## src/rtl/half_adder_lanes.sv

```systemverilog
// half_adder_lanes: per-lane half adders feeding a 2-entry (head + skid) output buffer.
// Only the {sum, carry} pairs are buffered. in_ready, out_valid, sum and carry are all driven directly from flops.
module half_adder_lanes #(
  parameter int WIDTH = 1
) (
  input  logic             clk,
  input  logic             rst_n,
  input  logic [WIDTH-1:0] a,
  input  logic [WIDTH-1:0] b,
  input  logic             in_valid,
  output logic             in_ready,
  output logic [WIDTH-1:0] sum,
  output logic [WIDTH-1:0] carry,
  output logic             out_valid,
  input  logic             out_ready
);

  typedef enum logic [1:0] {
    EMPTY = 2'd0,
    ONE   = 2'd1,
    TWO   = 2'd2
  } state_e;

  // Pair layout: carry in the upper WIDTH bits, sum in the lower WIDTH bits.
  function automatic logic [2*WIDTH-1:0] half_add(input logic [WIDTH-1:0] x,
                                                  input logic [WIDTH-1:0] y);
    return {x & y, x ^ y};
  endfunction

  state_e             state_q, state_d;
  logic [2*WIDTH-1:0] head_q, head_d;
  logic [2*WIDTH-1:0] skid_q, skid_d;
  logic               in_ready_q, in_ready_d;
  logic               out_valid_q, out_valid_d;
  logic [2*WIDTH-1:0] new_pair;
  logic               accept;
  logic               retire;

  assign new_pair = half_add(a, b);
  assign accept   = in_valid & in_ready_q;
  assign retire   = out_valid_q & out_ready;

  // Occupancy next-state and buffer steering.
  always_comb begin
    state_d = state_q;
    head_d  = head_q;
    skid_d  = skid_q;
    case (state_q)
      EMPTY: begin
        if (accept) begin
          head_d  = new_pair;
          state_d = ONE;
        end else begin
          state_d = EMPTY;
        end
      end
      ONE: begin
        if (accept && retire) begin
          head_d  = new_pair;
          state_d = ONE;
        end else if (accept) begin
          skid_d  = new_pair;
          state_d = TWO;
        end else if (retire) begin
          state_d = EMPTY;
        end else begin
          state_d = ONE;
        end
      end
      TWO: begin
        // in_ready is low here, so the only possible event is a retire.
        if (retire) begin
          head_d  = skid_q;
          state_d = ONE;
        end else begin
          state_d = TWO;
        end
      end
      default: begin
        state_d = EMPTY;
      end
    endcase
    in_ready_d  = (state_d != TWO);
    out_valid_d = (state_d != EMPTY);
  end

  // State and output registers; reset drops every held beat.
  always_ff @(posedge clk or negedge rst_n) begin
    if (!rst_n) begin
      state_q     <= EMPTY;
      head_q      <= '0;
      skid_q      <= '0;
      in_ready_q  <= 1'b0;
      out_valid_q <= 1'b0;
    end else begin
      state_q     <= state_d;
      head_q      <= head_d;
      skid_q      <= skid_d;
      in_ready_q  <= in_ready_d;
      out_valid_q <= out_valid_d;
    end
  end

  assign in_ready  = in_ready_q;
  assign out_valid = out_valid_q;
  assign sum       = head_q[WIDTH-1:0];
  assign carry     = head_q[2*WIDTH-1:WIDTH];

endmodule

```

## config.mk

```make
export PLATFORM = sky130hd
export DESIGN_NAME = half_adder_lanes
export DESIGN_NICKNAME = d
export VERILOG_FILES = /design/src/rtl/half_adder_lanes.sv
export SDC_FILE = /design/constraint.sdc
export NUM_CORES = 1
export LEC_CHECK = 0
export CAP_MARGIN = 25
export CORE_AREA = 2 2 40 42
export CTS_BUF_LIST = sky130_fd_sc_hd__clkbuf_8
export DETAILED_ROUTE_END_ITERATION = 7
export DIE_AREA = 0 0 42 44
export GPL_TIMING_DRIVEN = 1
export PLACE_DENSITY = 0.63
export SYNTH_ARGS = -nofsm -noshare
export SYNTH_HDL_FRONTEND = slang
export SYNTH_SLANG_ARGS = --single-unit
export TNS_END_PERCENT = 100
```

## constraint.sdc

```tcl
create_clock -name clk -period 2 [get_ports clk]
set_input_delay 0.3 -clock clk [delete_from_list [all_inputs] [get_ports clk]]
set_output_delay 0.3 -clock clk [all_outputs]
set_load 0.03 [all_outputs]
```

# Yosys cells after proc, flatten, opt, wreduce, memory -nomap -nowiden
# Cells that the tools add are included.
[word_totals] ff_bits=8 input_bits=6 output_inout_bits=4
[classes] eq_ne=6 n_mux=10 n_bitwise=5 reduce_logical=6
[ops] operator="2-to-1 mux 2 bit" count=6
[ops] operator="one-hot mux 2 bit (3 select lines)" count=2
[ops] operator="inequality test 2 bit (second input constant)" count=4
[ops] operator="AND reduction 4 bit" count=1
[ops] operator="bitwise AND 1 bit" count=3
[ops] operator="AND reduction 3 bit" count=1
[ops] operator="nonzero test 3 bit" count=1
[ops] operator="== test 2 x 1 -> 1 bit (second input constant)" count=1
[ops] operator="== test 2 bit (second input constant)" count=1
[ops] operator="logical NOT 2 bit" count=1
[ops] operator="2-to-1 mux 1 bit" count=2
[ops] operator="nonzero test 2 bit" count=1
[ops] operator="logical AND 1 bit" count=1
[ops] operator="NOT 1 bit" count=1
[ops] operator="bitwise XOR 1 bit" count=1

# Logic depth before layout (Yosys ltp)
# Gate-level depths: netlist (run 1).
[depth] depth_word=6 mapped_depth=4 mapped_depth_nobuf=4

# Least setup slack after synthesis (run 1)
# No wires, ideal clock.
[synth_timing] path_type="register -> register" start="reg in_ready_q (netlist: in_ready)" end="reg skid_q[0]" t_arrival_ps=1331 slack_ps=544 path_stages_with_launch=5 cell_sequence="dfrtp_1 -> nand2_1 -> nor2_1 -> nand3_1 -> mux2_2"
[synth_via] elab_chain_len=4
[synth_rtl] element="from (decl)" line_no="33" text="logic in_ready_q, in_ready_d;"
[synth_rtl] element="from (signal assigned)" line_no="99" text="in_ready_q <= in_ready_d;"
[synth_rtl] element="bitwise AND 1 bit (*)" line_no="40" text="assign accept = in_valid & in_ready_q;"
[synth_rtl] element="logical AND 1 bit" line_no="58" text="if (accept && retire) begin"
[synth_rtl] element="NOT 1 bit (no source line)"
[synth_rtl] element="AND reduction 3 bit (no source line) (*)"
[synth_rtl] element="to (signal assigned)" line_no="98" text="skid_q <= skid_d;"
[synth_rtl] element="to (decl)" line_no="32" text="logic [2*WIDTH-1:0] skid_q, skid_d;"
# Mark *: on every way between the ends. The rest lies on a longest branch, timed or not.
# A chain may end at the register's enable or synchronous reset.

# Final worst setup path (run 1)
[layout_timing] start="reg out_valid_q (netlist: out_valid)" end="out out_valid"
[layout_lines] element="from (decl)" line_no="34" text="logic out_valid_q, out_valid_d;"
[layout_lines] element="from (signal assigned)" line_no="100" text="out_valid_q <= out_valid_d;"
[layout_lines] element="to (decl)" line_no="14" text="output logic out_valid,"
# No word-level cell between the ends.

==> out/qor.txt, run 1 <==
Nature of the critical path startpoint: register
Leakage power: 0.2458 nW
Post-synth top area share: 48.34%
CP Max Fanout: 3
Skew-Pair Late Insertion Delay: 230 ps
Syn Std Cell Area: 414.1 µm²
Post-synth ARST share: 100.0%
I/O pin count: 10
Post-layout instance area: 565.5 µm²
Power density over the cells: 1556 nW/µm²
CTS tree: yes
Synth area leaders: dfrtp_1 48%, mux2_2 8.2%, mux2_4 7.3%, a2bb2oi_4 6.3%, a21boi_0 3.6%
Layout area overhead: 36.56%
Synthesized instance count: 31
Residual DRC: 0
Clock sinks: 8
Share of post-route cells with drive strength above 1: 25.58%
Vias per Instance: 4.746
Vias: 280
Yosys cell types: 17
Worst-path clk slew: 40 ps
DRT Wirelength: 669 µm
Part of the cycle the worst path needs: 77.66%
Power Total: 0.8799 mW
WP buf/inv: 1
FP Rows: 14
Worst flop-to-flop path endpoint: head_q[0]
Cts bufs inserted: 3
DPL Wire Length: 498.7 µm
Clock H-tree levels: 1
Overall global routing resource usage: 9.306%
Diode count: 0
Detail Route Antenna Nets: 0
Number of global-route vias before repair: 275
Avg Cell Area, Syn: 13.36 µm²
WL/cell: 11.34 µm
Worst R2R Setup Slack: 630 ps
Hold Path Class: primary input to async pin
Fill count: 150
CORE AREA: 1419 µm²
Pin count of the biggest net entering global routing: 9
Post-route setup TNS: 0 ps
Setup crit end: out_valid
Worst r2r src: state_q[0]
CTS max path bufs: 2
Peak supply drop: 0.5458 mV
Post-synth EDFFs: 0
Post-CTS Resized: 0
Setup CP Type: register to output port
CP max stage delay: 680 ps
Status: completed
Worst path arrival time: 1250 ps
WP depth: 1
Crit-path slowest cell: clkdlybuf4s50_1
Slew headroom: 73.81%
Routability cong.: 0.6253
Synth Register Bits: 8
Area after DPL: 524.3 µm²
Min Tclk post-route: 1553 ps
Most frequent cell after synthesis: dfrtp_1
First-pass GRT wire length: 1193 µm
CP Data Required Time: 1700 ps
Endpoints failing setup: 0
Max-cap violations: 0
Crit. Startpoint: out_valid
Yosys warns: 0
Top delay family on crit path: buffers and inverters
GRT overflow: 0
Max Slew Vio Count: 0
Initial DRC count: 3
Post-synthesis sequential area ratio: 48.34%
Die Wd: 42 µm
# nets final: 52
Final Core Density: 39.86%
I/O Buffers: 9
RSZ-0062 raised after global routing: no
Antenna violations before repair: 0
Syn nets: 38
Worst slew pin tran: 391.6 ps
Main flop type after synthesis: dfrtp_1
Initial Util: 29.19%
Commonest cells post-synth: 8 x dfrtp_1, 3 x mux2_2, 3 x nand2_1
Worst R2R Path Depth: 4
Fin. Hold Viols: 0
Die Ht: 44 µm
Worst path cell trace: clkdlybuf4s50_1
Postcts setup bufs: 0
DIE AREA: 1848 µm²
Hold-fix buffers, CTS: 0
Root Driver: clkbuf_8
CP Capture Type: output port
Fmax: 0.6438 GHz
WHS: 365.2 ps
Leading area contributor after synthesis: dfrtp_1
Initial DRT Pass Iterations: 2
Worst clock skew: 1.502 ps
==> per-layer routing <==
layer	up-vias	track usage, %	part of all wire, %
met5	-	0	0
met4	0	1.935	0
met3	0	8.333	9.4
met2	12	11.88	42
met1	131	11.57	48
li1	137	-	-
==> cell type report <==
class                      count  area [µm²]  share of cell area [%]
timing repair buffer           9       90.09                   15.93
clock buffer                   3       41.29                   7.301
inverter                       1       3.754                  0.6637
sequential                     8       200.2                   35.40
multi-input combinational     22       210.2                   37.17
tap                           16       20.02                   3.540
==> how the worst min path moves through the flow <==
| stage | end | slack, ps | cells after the start |
|---|---|---|---|
| after floorplan | head_q[0] | 4 | 0 |
| after detailed placement | skid_q[0] | 490 | 1 |
| after global placement | skid_q[0] | 490 | 1 |
| final | state_q[0] | 370 | 1 |
| after CTS | head_q[1] | 370 | 1 |
| after global routing | head_q[0] | 400 | 1 |
==> logic make-up after synthesis <==
group                      Yosys count  share of synthesized area (%)
AOI/OAI and AO/OA                    8                          20.24
DFF                                  8                          48.34
and+or+nand+nor                      7                          9.364
muxes                                6                          18.13
buffers and inverters                1                         0.9055
adders and majority gates            1                          3.021
==> report_power, final <==
part / total, mW / internal, mW / switching (mW) / leakage, nW
Clock: 0.194 / 0.130 / 0.0631 / 0.0216
Sequential: 0.286 / 0.234 / 0.0522 / 0.0961
Combinational: 0.401 / 0.217 / 0.183 / 0.128
==> layout by cell type (no fill, tap or decap), drive strengths merged, types with 2 or more instances in the layout <==
cell type	n
a21boi	2
clkbuf	3
nand2	3
nand3	2
clkdlybuf4s50	9
mux2	6
o21a	2
dfrtp	8
==> state kept, by name (all words and copies together) (netlist names) <==
| register | flops |
|---|---|
| skid_q | 2 |
| out_valid | 1 |
| head_q | 2 |
| state_q | 2 |
| in_ready | 1 |
==> per-stage QoR <==
step,setup WS [ps],instances
after floorplan,544.4,31
after global placement,256.4,56
after detailed placement,259.0,56
after CTS,436.2,59
after global routing,378.7,59
final,446.8,59
(Power assumes the default switching activity.)
==> run 2, diff against run 1 <==
Settings changed: PLACE_DENSITY 0.63 to 0.65.
Clock period 2 ns to 1.4 ns, I/O delays scaled along.
==> run 2 against run 1 <==
Sequential share of layout area decreased by 1.7 points. Clock skew grew 8.4 ps. Cell area rose by 5.8%. Worst hold slack got worse by 110 ps. Worst setup slack worse by 410 ps. Die area did not move. Wire length increased by 8.8%. Utilization is 2.3 points higher. Critical path depth is 3 higher. Register-to-register slack worse by 540 ps. Sequential power increased by 38%. Clock power rose by 49%. Critical endpoint is now head_q[0].
==> out/qor.txt, run 2 (synthesis gave the netlist of run 1 again) <==
Worst slew pin tran: 371.9 ps (-19.62 ps)
Hold Path Class: primary input to async pin
Area after DPL: 555.5 µm² (+6.0%)
CP Max Fanout: 2 (-1)
RSZ-0062 raised after global routing: no
GRT overflow: 0 (unchanged)
Clock sinks: 8 (unchanged)
Post-route setup TNS: 0 ps (unchanged)
Cts bufs inserted: 3 (unchanged)
CP max stage delay: 400 ps (-280 ps)
WHS: 257.7 ps (-107.5 ps)
I/O pin count: 10 (unchanged)
Layout area overhead: 44.41%
Peak supply drop: 0.9775 mV (+79%)
Finished Layout Cells: 64 (+8.5%)
Initial Util: 29.19% (unchanged)
Final worst setup slack: 33.08 ps (-413.7 ps)
WL/cell: 11.38 µm (+0.32%)
FP Rows: 14 (unchanged)
Final Core Density: 42.15% (+2.3 points)
Residual DRC: 0 (unchanged)
DRT Wirelength: 728 µm (+8.8%)
Postcts setup bufs: 0 (unchanged)
Biggest regs: head_q: 2 flops, skid_q: 2 flops, state_q: 2 flops
Worst-path clk slew: 50 ps (about the same)
Endpoints failing setup: 0 (unchanged)
I/O Buffers: 9 (unchanged)
Number of global-route vias before repair: 316 (+15%)
Most common cell after layout, fill and taps aside: dfrtp_1
Clock H-tree levels: 1 (unchanged)
CTS tree: yes
Leakage power: 0.2746 nW (+12%)
Power Total: 1.292 mW (+47%)
Share of post-route cells with drive strength above 1: 35.42% (+9.8 points)
Skew-Pair Late Insertion Delay: 230 ps (about the same)
Worst clock skew: 9.869 ps (+8.367 ps)
Worst R2R Setup Slack: 90 ps (-540 ps)
Initial DRT Pass Iterations: 2 (unchanged)
Antenna violations before repair: 0 (unchanged)
Worst path arrival time: 1470 ps (+220 ps)
First-pass GRT wire length: 1352 µm (+13%)
Max-cap violations: 0 (unchanged)
Setup CP Type: primary input to register
Min Tclk post-route: 1367 ps
# nets final: 56 (+7.7%)
Hold-fix buffers, CTS: 0 (unchanged)
Routability cong.: 0.6789 (+8.6%)
Nature of the critical path startpoint: primary input
Fin. Hold Viols: 0 (unchanged)
Vias per Instance: 4.672 (-1.6%)
Initial DRC count: 1 (-2)
Detail Route Antenna Nets: 0 (unchanged)
Part of the cycle the worst path needs: 97.64%
Die Wd: 42 µm (unchanged)
Dpl ws: -210.0 ps (-469.0 ps)
DPL Wire Length: 557.5 µm (+12%)
Placed Instances: 60 (+7.1%)
Die Ht: 44 µm (unchanged)
Crit-path slowest cell: clkdlybuf4s50_1
Vias: 299 (+6.8%)
CTS max path bufs: 2 (unchanged)
Overall global routing resource usage: 10.53% (+1.2 points)
Status: completed
Leading cell types in the layout, fill and taps excluded: 7 x dfrtp_1, 5 x clkdlybuf4s50_1, 4 x dlygate4sd2_1, 4 x buf_4
Post-layout instance area: 598.1 µm² (+5.8%)
Worst path cell trace: clkdlybuf4s50_1, ha_1, mux2_1, mux2_4
Worst flop-to-flop path endpoint: head_q[0]
Worst r2r src: state_q[1]
Max Slew Vio Count: 0 (unchanged)
Pin count of the biggest net entering global routing: 9 (unchanged)
Power density over the cells: 2161 nW/µm² (+39%)
CORE AREA: 1419 µm² (unchanged)
Slew headroom: 75.13% (+1.3 points)
Diode count: 0 (unchanged)
Worst R2R Path Depth: 4 (unchanged)
DIE AREA: 1848 µm² (unchanged)
CP Capture Type: register
Fill count: 137 (-8.7%)
CP Data Required Time: 1510 ps (-190 ps)
Root Driver: clkbuf_8
Fmax: 0.7316 GHz
-- run 2: changes by cell type in the layout (fill, tap and decap cells not counted) --
cell             previous run  this run
dlygate4sd2_1               0         4
inv_1                       1         2
buf_4                       0         4
dfrtp_2                     0         1
nand2_1                     3         2
clkdlybuf4s50_1             9         5
dfrtp_1                     8         7
nand2_2                     0         1
-- run 2: power breakdown --
part	internal [mW]	leakage [nW]	total, mW	switching (mW)
Sequential	0.335	0.0955	0.395	0.0597
Combinational	0.320	0.152	0.608	0.288
Clock	0.191	0.0269	0.289	0.0988
-- run 2: how the worst max path moves through the flow --
| stage | from | to | slack [ps] |
|---|---|---|---|
| CTS | a | head_q[0] | 30 |
| finish | a | head_q[0] | 30 |
| floorplan | in_ready | skid_q[0] | 40 |
| global route | in_valid | skid_q[0] | 20 |
| detailed placement | a | head_q[0] | -210 |
| global placement | a | head_q[0] | -210 |
-- run 2: final cells by class --
type / count / area [µm²] / share of cell area [%]
Clock buffer: 3 / 41.29 / 6.904
Clock inverter: 1 / 3.754 / 0.6276
Inverter: 1 / 3.754 / 0.6276
Multi-Input combinational cell: 22 / 212.7 / 35.56
Sequential cell: 8 / 201.4 / 33.68
Tap cell: 16 / 20.02 / 3.347
Timing Repair Buffer: 13 / 115.1 / 19.25
-- run 2: timing repair --
action                                 in CTS  in global routing
endpoints found under the hold margin       0                  0
cloned                                      0                  0
setup endpoints to repair                   4                  2
resized for setup                           4                  1
-- run 2: layer usage --
layer	wire [µm]	track usage [%]
met1	301	11.54
met2	357	15.63
met3	69	6.667
met4	0	5.806
met5	0	0
-- run 2: critical path, delay by kind of cell --
family	cells	cell delay [ps]
muxes	2	560
adders and majority gates	1	300
buffers and inverters	1	400
==> run 3, diff against run 2 <==
Settings changed: CORE_AREA 2 2 40 42 to 2 2 39 41, DIE_AREA 0 0 42 44 to 0 0 41 43, PLACE_DENSITY 0.65 to 0.67.
==> run 3 against run 2 <==
Worst setup slack improved by 12 ps. Largest power group unchanged. Global-route usage about the same. Combinational power decreased by 2%. Highest routed layer is now met4. Maximum frequency increased by 0.90%. Via count decreased by 1.3%. Critical path type unchanged. Cell area decreased by 0.84%.
==> out/qor.txt, run 3 (synthesis gave the netlist of run 1 again) <==
DRT Wirelength: 727 µm (-0.14%)
Fmax: 0.7382 GHz (+0.90%)
Die Ht: 43 µm (-2.3%)
Initial Util: 29.93% (+0.74 points)
Die Wd: 41 µm (-2.4%)
Part of the cycle the worst path needs: 96.76% (-0.87 points)
CP max stage delay: 410 ps (about the same)
CTS max path bufs: 2 (unchanged)
First-pass GRT wire length: 1152 µm (-15%)
Diode count: 0 (unchanged)
DPL Wire Length: 543.9 µm (-2.4%)
Clock H-tree levels: 1 (unchanged)
Worst R2R Setup Slack: 70 ps (-20 ps)
Detail Route Antenna Nets: 0 (unchanged)
Biggest regs: head_q: 2 flops, skid_q: 2 flops, state_q: 2 flops
Worst-path clk slew: 40 ps (about the same)
Dpl ws: -217.2 ps (-7.210 ps)
Leakage power: 0.2792 nW (+1.7%)
Clock sinks: 8 (unchanged)
Worst clock skew: 1.868 ps (-8.001 ps)
Worst path arrival time: 1470 ps (about the same)
Fin. Hold Viols: 0 (unchanged)
Initial DRT Pass Iterations: 3 (+1)
Max-cap violations: 0 (unchanged)
Peak supply drop: 0.7614 mV (-22%)
Max Slew Vio Count: 0 (unchanged)
I/O pin count: 10 (unchanged)
Vias per Instance: 4.683 (+0.23%)
Root Driver: clkbuf_8
# nets final: 55 (-1.8%)
Number of global-route vias before repair: 277 (-12%)
Vias: 295 (-1.3%)
Hold Path Class: primary input to async pin
WL/cell: 11.54 µm (+1.4%)
Nature of the critical path startpoint: primary input
Overall global routing resource usage: 10.56% (+0.032 points)
Slew headroom: 75.43% (+0.30 points)
Cts bufs inserted: 3 (unchanged)
Power density over the cells: 2146 nW/µm² (-0.65%)
DIE AREA: 1763 µm² (-4.6%)
CP Max Fanout: 2 (unchanged)
Routability cong.: 0.6748 (-0.60%)
Sequential Area: 201.4 µm² (unchanged)
Crit-path slowest cell: clkdlybuf4s50_1
Worst path cell trace: clkdlybuf4s50_1, ha_1, mux2_1, mux2_4
Finished Layout Cells: 63 (-1.6%)
Power Total: 1.273 mW (-1.5%)
Residual DRC: 0 (unchanged)
Most common cell after layout, fill and taps aside: dfrtp_1
Final Core Density: 42.86% (+0.71 points)
Leading cell types in the layout, fill and taps excluded: 7 x dfrtp_1, 4 x clkdlybuf4s50_1, 4 x dlygate4sd2_1
CORE AREA: 1384 µm² (-2.5%)
CP Data Required Time: 1510 ps (about the same)
I/O Buffers: 9 (unchanged)
Share of post-route cells with drive strength above 1: 34.04% (-1.4 points)
Setup CP Type: primary input to register
Initial DRC count: 6 (+5)
Hold-fix buffers, CTS: 0 (unchanged)
Worst slew pin tran: 367.4 ps (-4.532 ps)
CP Capture Type: register
Min Tclk post-route: 1355 ps (-12.24 ps)
Fill count: 150 (+9.5%)
Postcts setup bufs: 0 (unchanged)
Endpoints failing setup: 0 (unchanged)
FP Rows: 14 (unchanged)
GRT overflow: 0 (unchanged)
Status: completed
Final worst setup slack: 45.33 ps (+12.24 ps)
RSZ-0062 raised after global routing: no
Antenna violations before repair: 0 (unchanged)
CTS tree: yes
WHS: 261.1 ps (+3.393 ps)
Multi-input gate area: 212.7 µm² (unchanged)
Placed Instances: 59 (-1.7%)
Layout area overhead: 43.20%
Skew-Pair Late Insertion Delay: 230 ps (about the same)
Pin count of the biggest net entering global routing: 9 (unchanged)
==> run 3: cell count changes in the layout (fill, tap and decap cells not counted), sizes merged <==
cell	previous run	this run
clkdlybuf4s50	5	4
dlymetal6s2s	0	1
buf	4	3
==> run 3: layout make-up <==
| cell class | count | area share, % |
|---|---|---|
| inverter | 1 | 0.6329 |
| timing repair buffer | 12 | 18.57 |
| sequential | 8 | 33.97 |
| clock buffer | 3 | 6.962 |
| multi-input combinational | 22 | 35.86 |
| tap | 16 | 3.376 |
| clock inverter | 1 | 0.6329 |
==> run 3: stage by stage <==
| step | TNS, ps | instance area [µm²] |
|---|---|---|
| floorplan | 0 | 415.4 |
| global placement | -650.5 | 548.0 |
| detailed placement | -700.5 | 548.0 |
| CTS | 0 | 588.1 |
| global route | 0 | 593.1 |
| finish | 0 | 593.1 |
==> run 3: worst max-delay path: cells and delay by family <==
family | cells | cell delay (ps)
adders and majority gates | 1 | 290
buffers and inverters | 1 | 410
muxes | 2 | 560
==> run 3: routing by layer <==
| layer | vias to the layer above | wire (µm) | GRT usage (%) |
|---|---|---|---|
| met1 | 139 | 295 | 12.33 |
| met3 | 2 | 61 | 4.712 |
| met5 | - | 0 | 0 |
| met2 | 10 | 350 | 13.44 |
| met4 | 0 | 20 | 10.00 |
| li1 | 144 | - | - |
==> run 3: worst paths after layout <==
path,startpoint,cells after the start,endpoint
worst max-delay path,a,4,head_q[0]
worst min-delay path,rst_n,1,state_q[1]
worst max register to register,state_q[1],4,head_q[0]
worst min register to register,skid_q[1],1,skid_q[1]
max in group asynchronous,rst_n,1,in_ready
min in group clk,b,3,skid_q[0]
==> run 3: what timing repair did <==
action,CTS,global route
pin swaps,0,1
cloned,0,0
gates resized for setup,4,2
endpoints found under the setup margin,4,2
==> run 3: where the power goes <==
| group | total, mW | switching [mW] | internal (mW) |
|---|---|---|---|
| sequential | 0.396 | 0.0606 | 0.335 |
| combinational | 0.593 | 0.283 | 0.310 |
| clock | 0.285 | 0.0945 | 0.190 |
